<file path="src/rtl/pc_sequencer_pkg.sv">
// Shared types and constants for the program-counter sequencer.
package pc_sequencer_pkg;

  typedef enum logic [1:0] {
    ST_FETCH = 2'd0,
    ST_EXEC  = 2'd1,
    ST_HALT  = 2'd2
  } state_t;

  localparam logic [2:0] COND_NE = 3'b000;
  localparam logic [2:0] COND_EQ = 3'b001;
  localparam logic [2:0] COND_GT = 3'b010;
  localparam logic [2:0] COND_LT = 3'b011;
  localparam logic [2:0] COND_GE = 3'b100;
  localparam logic [2:0] COND_LE = 3'b101;
  localparam logic [2:0] COND_OV = 3'b110;
  localparam logic [2:0] COND_AL = 3'b111;

  localparam int FLAG_N = 2;
  localparam int FLAG_Z = 1;
  localparam int FLAG_V = 0;

  localparam logic [15:0] RESET_PC = 16'h0000;

endpackage

</file>
<file path="src/rtl/pc_sequencer_next.sv">
// pc_next_calc: branch condition evaluation and next-PC arithmetic (pure combinational).
module pc_next_calc
  import pc_sequencer_pkg::*;
(
  input  logic [15:0] i_pc,
  input  logic [2:0]  i_flags,
  input  logic        i_branch_en,
  input  logic        i_branch_reg,
  input  logic [2:0]  i_cond,
  input  logic [8:0]  i_imm9,
  input  logic [15:0] i_reg_target,
  output logic [15:0] o_next_pc,
  output logic [15:0] o_pc_plus2
);

  logic        w_n, w_z, w_v, w_cond_ok;
  logic [15:0] w_offset;

  assign w_n = i_flags[FLAG_N];
  assign w_z = i_flags[FLAG_Z];
  assign w_v = i_flags[FLAG_V];

  always_comb begin
    w_cond_ok = 1'b1;
    case (i_cond)
      COND_NE: w_cond_ok = !w_z;
      COND_EQ: w_cond_ok = w_z;
      COND_GT: w_cond_ok = !w_z && !w_n;
      COND_LT: w_cond_ok = w_n;
      COND_GE: w_cond_ok = w_z || (!w_z && !w_n);
      COND_LE: w_cond_ok = w_n || w_z;
      COND_OV: w_cond_ok = w_v;
      COND_AL: w_cond_ok = 1'b1;
      default: w_cond_ok = 1'b1;
    endcase
  end

  // Word offset: sign-extend and scale by 2 bytes.
  assign w_offset   = {{6{i_imm9[8]}}, i_imm9, 1'b0};
  assign o_pc_plus2 = i_pc + 16'd2;

  always_comb begin
    o_next_pc = o_pc_plus2;
    if (i_branch_reg) begin
      if (w_cond_ok) o_next_pc = i_reg_target;
    end else if (i_branch_en && w_cond_ok) begin
      o_next_pc = o_pc_plus2 + w_offset;
    end
  end

endmodule

</file>
<file path="src/rtl/pc_sequencer.sv">
// pc_sequencer: FETCH (request word) -> EXEC (await retire) -> FETCH, or HALT (terminal until rst).
module pc_sequencer
  import pc_sequencer_pkg::*;
(
  input  logic        clk,
  input  logic        rst,
  output logic        imem_req,
  output logic [15:0] imem_addr,
  input  logic        imem_ack,
  input  logic [15:0] imem_data,
  output logic [15:0] instr,
  output logic        instr_valid,
  input  logic        exec_done,
  input  logic        branch_en,
  input  logic        branch_reg,
  input  logic [2:0]  cond,
  input  logic [8:0]  imm9,
  input  logic [15:0] reg_target,
  input  logic        halt,
  input  logic [2:0]  flags_we,
  input  logic [2:0]  flags_in,
  output logic [15:0] pc,
  output logic [15:0] pc_plus2,
  output logic [2:0]  flags,
  output logic        halted
);

  state_t      r_state, w_state_nxt;
  logic [15:0] r_pc, w_pc_nxt, w_next_pc;
  logic [2:0]  r_flags, w_flags_nxt;
  logic [15:0] r_instr;
  logic        r_instr_valid;
  logic        w_fetch_accept;

  pc_next_calc u_next (
    .i_pc         (r_pc),
    .i_flags      (r_flags),
    .i_branch_en  (branch_en),
    .i_branch_reg (branch_reg),
    .i_cond       (cond),
    .i_imm9       (imm9),
    .i_reg_target (reg_target),
    .o_next_pc    (w_next_pc),
    .o_pc_plus2   (pc_plus2)
  );

  always_comb begin
    w_state_nxt    = r_state;
    w_pc_nxt       = r_pc;
    w_flags_nxt    = r_flags;
    w_fetch_accept = 1'b0;
    case (r_state)
      ST_FETCH: begin
        if (imem_ack) begin
          w_fetch_accept = 1'b1;
          w_state_nxt    = ST_EXEC;
        end
      end
      ST_EXEC: begin
        if (exec_done) begin
          if (halt) begin
            w_state_nxt = ST_HALT;
          end else begin
            w_pc_nxt    = w_next_pc;
            w_flags_nxt = (r_flags & ~flags_we) | (flags_in & flags_we);
            w_state_nxt = ST_FETCH;
          end
        end
      end
      ST_HALT: w_state_nxt = ST_HALT;
      default: w_state_nxt = ST_FETCH;
    endcase
  end

  always_ff @(posedge clk or posedge rst) begin
    if (rst) begin
      r_state       <= ST_FETCH;
      r_pc          <= RESET_PC;
      r_flags       <= 3'b000;
      r_instr       <= 16'h0000;
      r_instr_valid <= 1'b0;
    end else begin
      r_state       <= w_state_nxt;
      r_pc          <= w_pc_nxt;
      r_flags       <= w_flags_nxt;
      r_instr_valid <= w_fetch_accept;
      if (w_fetch_accept) r_instr <= imem_data;
    end
  end

  // Gated by rst so the request is low for the whole reset and rises as soon as it releases.
  assign imem_req    = (r_state == ST_FETCH) && !rst;
  assign imem_addr   = r_pc;
  assign instr       = r_instr;
  assign instr_valid = r_instr_valid;
  assign pc          = r_pc;
  assign flags       = r_flags;
  assign halted      = (r_state == ST_HALT);

endmodule
</file>
<file path="config.mk">
export PLATFORM = sky130hd
export DESIGN_NAME = pc_sequencer
export DESIGN_NICKNAME = d
export VERILOG_FILES = /design/src/rtl/pc_sequencer_pkg.sv /design/src/rtl/pc_sequencer_next.sv /design/src/rtl/pc_sequencer.sv
export SDC_FILE = /design/constraint.sdc
export NUM_CORES = 1
export LEC_CHECK = 0
export CORE_ASPECT_RATIO = 1.2
export CORE_MARGIN = 5
export CORE_UTILIZATION = 44
export CTS_BUF_LIST = sky130_fd_sc_hd__clkbuf_16
export CTS_CLUSTER_SIZE = 30
export DETAILED_ROUTE_END_ITERATION = 8
export GPL_ROUTABILITY_DRIVEN = 0
export PLACE_DENSITY = 0.82
export SYNTH_ARGS = -nofsm -noshare
export SYNTH_HDL_FRONTEND = slang
export SYNTH_SLANG_ARGS = --single-unit
</file>
<file path="constraint.sdc">
create_clock -name clk -period 4.14 [get_ports clk]
set_input_delay 0.828 -clock clk [delete_from_list [all_inputs] [get_ports clk]]
set_output_delay 0.828 -clock clk [all_outputs]
set_load 0.05 [all_outputs]
</file>
# Yosys cells after proc, flatten, opt, wreduce, memory -nomap -nowiden
# Cells that the tools add are included.
# totals
regBits	38
inputBits	57
output_inout_bits	70
elab_cells	45
# classes
eq_ne	11
add_sub_neg	2
mux	10
n_reduce_logical	12
bitwise	5
# ops
cell	count
$mux W16	3
$add A16 B16 Y16	1
$add A16 B2 Y16 const B	1
$eq A3 B3 Y1 const B	4
$pmux W1 S8	1
$and A3 B3 Y3	2
$eq A3 B2 Y1 const B	2
$mux W2	3
$pmux W2 S3	1
$ne A2 B2 Y1 const B	2
$eq A3 B1 Y1 const B	1
$logic_and A1 B1 Y1	3
$logic_not A1 Y1	3
$logic_not A3 Y1	1
$not A3 Y3	1
$or A3 B3 Y3	1
$reduce_and A3 Y1	1
$eq A2 B1 Y1 const B	1
$eq A2 B2 Y1 const B	1
$logic_not A2 Y1	1
$logic_or A1 B1 Y1	2
$mux W1	2
$reduce_and A2 Y1	1
$not A1 Y1	1

# Logic depth before layout (Yosys ltp)
# Gate-level depths: netlist of the first run.
# logic_depth
word_depth	7
depth_mapped	11
ltp_nobuf	11

# Hierarchy
# From an unflattened synthesis of the first run, not the netlist that was laid out.
# unflattened
cells_unflattened	307
hier_area_um2	3004.1
# by_module_without_submodules
mod	seq_area_each_um2	area_per_inst_um2	cells_per_inst	n_inst
pc_sequencer	950.9	1646.6	105	1
pc_next_calc	0.0	1357.6	202	1

# Least setup slack after synthesis of the first run
# No wires, ideal clock.
# synth_timing
path_kind	register -> register
startpoint	reg r_pc[1], in the netlist imem_addr[1]
endpoint	reg r_pc[14], in the netlist imem_addr[14]
stages_incl_launch_ff	12
synth_period_minus_slack_ns	4.079
setup_slack_ns	0.061
path_buffers	0
setup_ns	0.082
required_ns	4.058
t_arrival_ns	3.997
cell_sequence	dfrtp_1 -> ha_1 -> nand3_4 -> nor3_1 -> xor2_1 -> ha_1 -> a21o_1 -> a31oi_1 -> o21ai_0 -> a221oi_1 -> mux2_2 -> a31oi_1
# synth_via
elab_chain_len	4
word_cells_on_any_way	5
classes_between	add/sub: 2; mux: 3
# synth_rtl
element	line	text
from (decl)	pc_sequencer.sv:29	logic [15:0] r_pc, w_pc_nxt, w_next_pc;
from (signal assigned)	pc_sequencer.sv:84	r_pc <= w_pc_nxt;
$add A16 B2 Y16	pc_sequencer_next.sv:40	assign o_pc_plus2 = i_pc + 16'd2;
via pc_plus2[9]	pc_sequencer.sv:23	output logic [15:0] pc_plus2,
$add A16 B16 Y16	pc_sequencer_next.sv:47	o_next_pc = o_pc_plus2 + w_offset;
$mux W16	pc_sequencer_next.sv:46	end else if (i_branch_en && w_cond_ok) begin
$mux W16	pc_sequencer_next.sv:44	if (i_branch_reg) begin
# The timed path passes the listed nets, and every way through them passes these cells.
# A chain may end at the register's enable or synchronous reset.

# Final worst setup path of the first run
# layout_timing
startpoint	reg r_pc[1], in the netlist imem_addr[1]
endpoint	out pc_plus2[13]
# layout_via
elab_chain_len	1
# layout_rtl
element	line
$add A16 B2 Y16	pc_sequencer_next.sv:40
to (decl)	pc_sequencer.sv:23
# No other way between the ends.

==> metrics.txt, run 1 <==
CP max stage delay=0.88 ns; Root Buffer Master=clkbuf_16; crit-path leading delay family=buffers and inverters; total CTS buffers=5; Buf/Inv on CP=1; Setup Fix Bufs, Post-CTS=0; # nets final=511; CP cell instances=ha_1 -> nand3_4 -> nor4_1 -> xor2_1 -> clkdlybuf4s50_1; Worst-Margin Slew=0.961 ns; WL final=9.28 mm; count of final setup violators=0; arrival time worst endpoint=2.83 ns; Die Y=101 um; Worst R2R End=imem_addr[14]$_DFFE_PP0P_; leakage=1.78 nW; CP Class=flop to output pin; post-cts sizing count=0; mean post-synth cell area=9.27 sq um; outcome=finished, final reports clean; Tot Pwr=4.28 mW; deepest level of the CTS H-tree=2; Max Slew Vio Count=0; drc violations=0; largest net degree at the start of global routing=25; Mapped Cells=325; PD cells=971 nW/um^2; Final HPWL DP=7.46 mm; clock buffer depth=2; Vias=2924; I/O Pins=127; Initial DRC Count=153; synthesized flop and latch total=38; Hold Crit Start=instr[0]$_DFFE_PP0P_; fill count=535; worst vdd ir=0.517 mV; initial antenna violation count=0; met3 usage=4.01%; CTS sink count=38; share of cells above drive strength 1=11.5%; Fin. Hold Viols=0; Fin Clk Skew=0.00478 ns; CORE AREA=6770 sq um; Tot GR Track Use=21.1%; std cell rows=33; Worst slew margin=35.9%; # port buffers=126; Ys Warns=0; TritonCTS clock tree=done; Post-Syn Area=3010 sq um; CP max-delay cell=clkdlybuf4s50_1; global route hottest layer=met2; Clock Pin Slew Worst Setup and Hold Paths=0.06 ns; global-route wire length before repair=14.4 mm; reg2reg path depth=11; diodes inserted=0; Post-synth EDFFs=0; Post-synth ARST share=100%; Hold-fix buffers, CTS=0; Max Cap Viol=0; DR vias/cell=5.59; Synth cell types=63; Tmin final=3.66 ns; DR pass1 iterations=6; vias in the first global route=2770; sequential area share after synthesis=31.5%; ys flop type=dfrtp_1; max frequency=273 MHz; Die W=85.6 um; GR Util met2=35.9%; DRT antenna net count=0; Layout area overhead=46.2%; FF-to-FF Start=imem_addr[1]$_DFFE_PP0P_; Overflow after GRT=0; CP Data Required Time=3.31 ns; fin crit share=88.5%; met1 usage=26.1%; Crit. path cell count=5; Mapped Nets=401; crit path max fanout=10; CP Launch Point=imem_addr[1]$_DFFE_PP0P_; wire length per cell=17.7 um; starting density of the core=44.5%; fin util=65.1%; Setup crit start kind=flop; class of the worst hold path=flop to flop; endpoint type of the worst setup path=output pin; R2R Setup Slk=0.75 ns; die area=8610 sq um; setup TNS=0 ns; unrepaired setup endpoints after global routing=no; Clock Latency Late Sink=0.28 ns; crit path to=pc_plus2[13]
-- cells in the mapped netlist, types with 2 or more instances --
library cell / count / area share (%)
mux2i_1: 3 / 1.0
and2_1: 3 / 0.62
xnor2_1: 10 / 2.9
nor3_1: 9 / 1.5
clkbuf_1: 6 / 0.75
nand4_1: 3 / 0.62
buf_2: 2 / 0.33
inv_1: 13 / 1.6
o21a_1: 2 / 0.50
nand3b_1: 3 / 0.75
nand2_1: 27 / 3.4
nor2_1: 25 / 3.1
ha_1: 18 / 7.5
nand2b_1: 3 / 0.62
or2_2: 2 / 0.42
o211ai_1: 4 / 1.0
nor4_1: 2 / 0.42
nand3_1: 10 / 1.7
a21o_1: 4 / 1.0
o31ai_1: 3 / 0.75
nor3b_1: 2 / 0.50
dfrtp_1: 38 / 32
a21oi_1: 14 / 2.3
a31oi_1: 7 / 1.5
a21boi_0: 2 / 0.50
a22oi_1: 3 / 0.75
o22ai_1: 6 / 1.2
mux2_2: 22 / 8.2
o21ai_0: 9 / 1.5
buf_6: 2 / 0.75
xor2_1: 12 / 3.5
nor2b_1: 3 / 0.62
a221oi_1: 7 / 2.0
buf_4: 17 / 4.2
-- sequential cells by signal, indices dropped and copies added (netlist names), named ones only --
name and cells:
instr 16, r_state 2, imem_addr 16, instr_valid 1
-- where the power goes --
group	switching [mW]	internal (mW)	total (mW)
clock network	0.148	0.284	0.432
logic	1.97	1.11	3.08
registers	0.220	0.549	0.769
total	2.34	1.94	4.28
-- cell usage in the layout, fill, tap and decap left out, types with 5 or more instances in the layout --
| master | count |
|---|---|
| ha_1 | 18 |
| a221oi_1 | 7 |
| nand2_1 | 27 |
| dfrtp_1 | 38 |
| nand3_1 | 10 |
| mux2_2 | 22 |
| nor3_1 | 8 |
| xor2_1 | 12 |
| xnor2_1 | 10 |
| o21ai_0 | 9 |
| a21oi_1 | 14 |
| nor2_1 | 25 |
| inv_1 | 13 |
| o22ai_1 | 6 |
| a31oi_1 | 7 |
| clkdlybuf4s50_1 | 126 |
| clkbuf_16 | 5 |
-- per-layer routing --
metal / up-vias / share of wire [%] / wire, um
li1: 1394 / - / -
met1: 1336 / 39 / 3610
met2: 171 / 49 / 4580
met3: 23 / 9.1 / 848
met4: 0 / 2.5 / 234
met5: - / 0 / 0
-- cells by family after synthesis --
family / synth area share, %
AOI/OAI and AO/OA: 18.0
xor gates and xnor gates: 6.93
adders and majority gates: 8.14
buffers and inverters: 7.68
DFF: 31.5
muxes: 9.22
and+or+nand+nor: 18.5
-- worst min-delay path by stage --
stage / endpoint / cells after the start
global placement: instr[8]$_DFFE_PP0P_ / 1
global route: instr[12]$_DFFE_PP0P_ / 1
CTS: instr[8]$_DFFE_PP0P_ / 1
detailed placement: instr[8]$_DFFE_PP0P_ / 1
finish: instr[0]$_DFFE_PP0P_ / 1
floorplan: r_state[0]$_DFFE_PP0P_ / 1
-- metrics by stage --
step / area (sq um) / cells / worst slack, ns / hold WS [ns]
after floorplan: 3010 / 325 / 0.0610 / 0.508
after global placement: 4240 / 515 / 0.846 / 0.490
final: 4410 / 523 / 0.477 / 0.504
after CTS: 4410 / 523 / 0.460 / 0.508
after global routing: 4410 / 523 / 0.253 / 0.520
after detailed placement: 4240 / 515 / 0.764 / 0.495
-- cell type report --
type | instances | area (sq um) | area share [%]
clock inverters | 3 | 45.0 | 1.02
inverters | 13 | 48.8 | 1.11
flip-flops and latches | 38 | 951 | 21.6
clock buffers | 5 | 125 | 2.84
repair buffers | 130 | 1290 | 29.3
well taps | 87 | 109 | 2.47
multi-input cells | 247 | 1840 | 41.7
Power figures use the tool's default switching activity.
==> run 2: changes to the inputs <==
--- a/config.mk
+++ b/config.mk
@@ -13,6 +13,7 @@
 export DETAILED_ROUTE_END_ITERATION = 8
 export GPL_ROUTABILITY_DRIVEN = 0
 export PLACE_DENSITY = 0.82
+export SETUP_SLACK_MARGIN = 0.2
 export SYNTH_ARGS = -nofsm -noshare
 export SYNTH_HDL_FRONTEND = slang
 export SYNTH_SLANG_ARGS = --single-unit
==> run 2 against run 1 <==
  * Cell count unchanged
  * Die area stayed put
  * Wire length shrank 1.1%
  * Critical path depth shrank 1
  * Critical path type unchanged
  * First-iteration DRC count is 53% lower
  * Non-clock buffer count unchanged
  * Sequential share of layout area fell by 0.085 points
  * Core utilization up 0.26 points
  * Combinational power barely moved
  * Register-to-register slack better by 0.03 ns
  * Count of clock-buffer cells in the layout did not move
  * Via count about the same
==> metrics.txt, run 2 (synthesized netlist as in run 1, its figures left out) <==
fin crit share=86.7% (-1.8 points); max frequency=279 MHz (+2.0%); Die W=85.6 um (unchanged); largest net degree at the start of global routing=23 (-8.0%); dpl cells=515 (unchanged); Buf/Inv on CP=1 (unchanged); R2R Setup Slk=0.78 ns (+0.03 ns); class of the worst hold path=flop to flop; wire length per cell=17.5 um (-1.1%); clock buffer depth=2 (unchanged); Clock Pin Slew Worst Setup and Hold Paths=0.06 ns (about the same); Tmin final=3.59 ns (-0.0733 ns); vias in the first global route=3035 (+9.6%); Finished Layout Cells=523 (unchanged); CP Class=flop to output pin; total CTS buffers=5 (unchanged); Hold-fix buffers, CTS=0 (unchanged); # nets final=511 (unchanged); share of cells above drive strength 1=11.9% (+0.46 points); Die Y=101 um (unchanged); Fin. Hold Viols=0 (unchanged); DRT antenna net count=0 (unchanged); commonest non-fill, non-tap cells in the layout=125 x clkdlybuf4s50_1, 38 x dfrtp_1, 27 x nand2_1; starting density of the core=44.5% (unchanged); deepest level of the CTS H-tree=2 (unchanged); Initial DRC Count=72 (-53%); global-route wire length before repair=14.8 mm (+2.3%); fin util=65.3% (+0.26 points); count of final setup violators=0 (unchanged); DR pass1 iterations=4 (-2); drc violations=0 (unchanged); crit-path leading delay family=buffers and inverters; CP cell instances=nand4_2 -> nor4_1 -> xor2_1 -> clkdlybuf4s50_1; PD cells=970 nW/um^2 (-0.16%); crit path max fanout=10 (unchanged); # port buffers=126 (unchanged); worst vdd ir=0.548 mV (+6.0%); Final HPWL DP=7.48 mm (+0.34%); std cell rows=33 (unchanged); setup TNS=0 ns (unchanged); CP Data Required Time=3.31 ns (about the same); unrepaired setup endpoints after global routing=no; WL final=9.18 mm (-1.1%); Tot GR Track Use=21.1% (about the same); die area=8610 sq um (unchanged); Setup crit start kind=flop; Vias=2922 (-0.068%); Post-Place Worst Slack=0.751 ns (-0.0131 ns); leakage=1.79 nW (+0.46%); Tot Pwr=4.29 mW (+0.24%); Clock Latency Late Sink=0.28 ns (about the same); Worst slew margin=50.9% (+15 points); outcome=finished, final reports clean; Root Buffer Master=clkbuf_16; Worst-Margin Slew=0.736 ns (-0.225 ns); CORE AREA=6770 sq um (unchanged); Layout area overhead=46.8%; TritonCTS clock tree=done; Max Cap Viol=0 (unchanged); final worst slack=0.550 ns (+0.0733 ns); CTS sink count=38 (unchanged); arrival time worst endpoint=2.76 ns (-0.07 ns); most common cell after layout, fill and taps aside=clkdlybuf4s50_1; CP max stage delay=0.89 ns (about the same); fill count=572 (+6.9%); endpoint type of the worst setup path=output pin; Max Slew Vio Count=0 (unchanged); I/O Pins=127 (unchanged); Overflow after GRT=0 (unchanged); CP max-delay cell=clkdlybuf4s50_1; diodes inserted=0 (unchanged); DR vias/cell=5.59 (about the same); initial antenna violation count=0 (unchanged); Fin Clk Skew=0.00771 ns (+0.00293 ns)
run 2: final cells by class:
type | count | area [sq um] | area share, %
clock buffers | 5 | 125 | 2.83
flip-flops and latches | 38 | 951 | 21.5
repair buffers | 130 | 1290 | 29.2
multi-input cells | 247 | 1850 | 41.9
well taps | 87 | 109 | 2.46
clock inverters | 3 | 45.0 | 1.02
inverters | 13 | 48.8 | 1.10
run 2: worst paths after layout:
path | startpoint | end | cells after the start
setup / recovery | imem_addr[8]$_DFFE_PP0P_ | pc_plus2[14] | 4
hold / removal | instr[1]$_DFFE_PP0P_ | instr[1]$_DFFE_PP0P_ | 1
setup reg to reg | imem_addr[1]$_DFFE_PP0P_ | imem_addr[14]$_DFFE_PP0P_ | 11
hold reg to reg | instr[1]$_DFFE_PP0P_ | instr[1]$_DFFE_PP0P_ | 1
max in group asynchronous | rst | instr[0]$_DFFE_PP0P_ | 3
min in group asynchronous | rst | imem_addr[9]$_DFFE_PP0P_ | 2
run 2: report_power, final:
part | internal [mW] | total, mW | leakage (nW) | switching [mW]
sequential | 0.548 | 0.771 | 0.449 | 0.223
clock | 0.284 | 0.437 | 0.0760 | 0.153
combinational | 1.11 | 3.08 | 1.26 | 1.97
total | 1.94 | 4.29 | 1.79 | 2.34
run 2: per-layer routing:
metal | part of all wire, % | wire length [um] | track usage (%)
met5 | 0 | 0 | 0
met4 | 3.1 | 284 | 9.62
met3 | 6.4 | 586 | 2.53
met2 | 51 | 4640 | 36.8
met1 | 40 | 3660 | 25.9
run 2: stage by stage:
stage / hold slack (ns) / instance area [sq um]
6_report: 0.504 / 4420
3_3_place_gp: 0.488 / 4250
4_1_cts: 0.509 / 4420
3_5_place_dp: 0.495 / 4250
2_1_floorplan: 0.508 / 3030
5_1_grt: 0.519 / 4420
run 2: repair_timing:
action	4_1_cts	5_1_grt
resized for setup	0	1
endpoints found under the setup margin	0	1
buffers inserted	0	0
run 2: worst register-to-register path: cells and delay by family, from the launching register on:
| kind | cells | cell delay [ns] |
|---|---|---|
| and+or+nand+nor | 2 | 0.47 |
| adders and majority gates | 2 | 0.61 |
| xor gates and xnor gates | 1 | 0.31 |
| AOI/OAI and AO/OA | 5 | 1.00 |
| DFF | 1 | 0.52 |
| muxes | 1 | 0.38 |
==> run 3: changes to the inputs <==
--- a/config.mk
+++ b/config.mk
@@ -9,6 +9,7 @@
 export CORE_MARGIN = 5
 export CORE_UTILIZATION = 44
 export CTS_BUF_LIST = sky130_fd_sc_hd__clkbuf_16
+export CTS_CLUSTER_DIAMETER = 40
 export CTS_CLUSTER_SIZE = 30
 export DETAILED_ROUTE_END_ITERATION = 8
 export GPL_ROUTABILITY_DRIVEN = 0
==> results of run 3 <==
Final layout, timing and power as in run 2 (identical DEF).
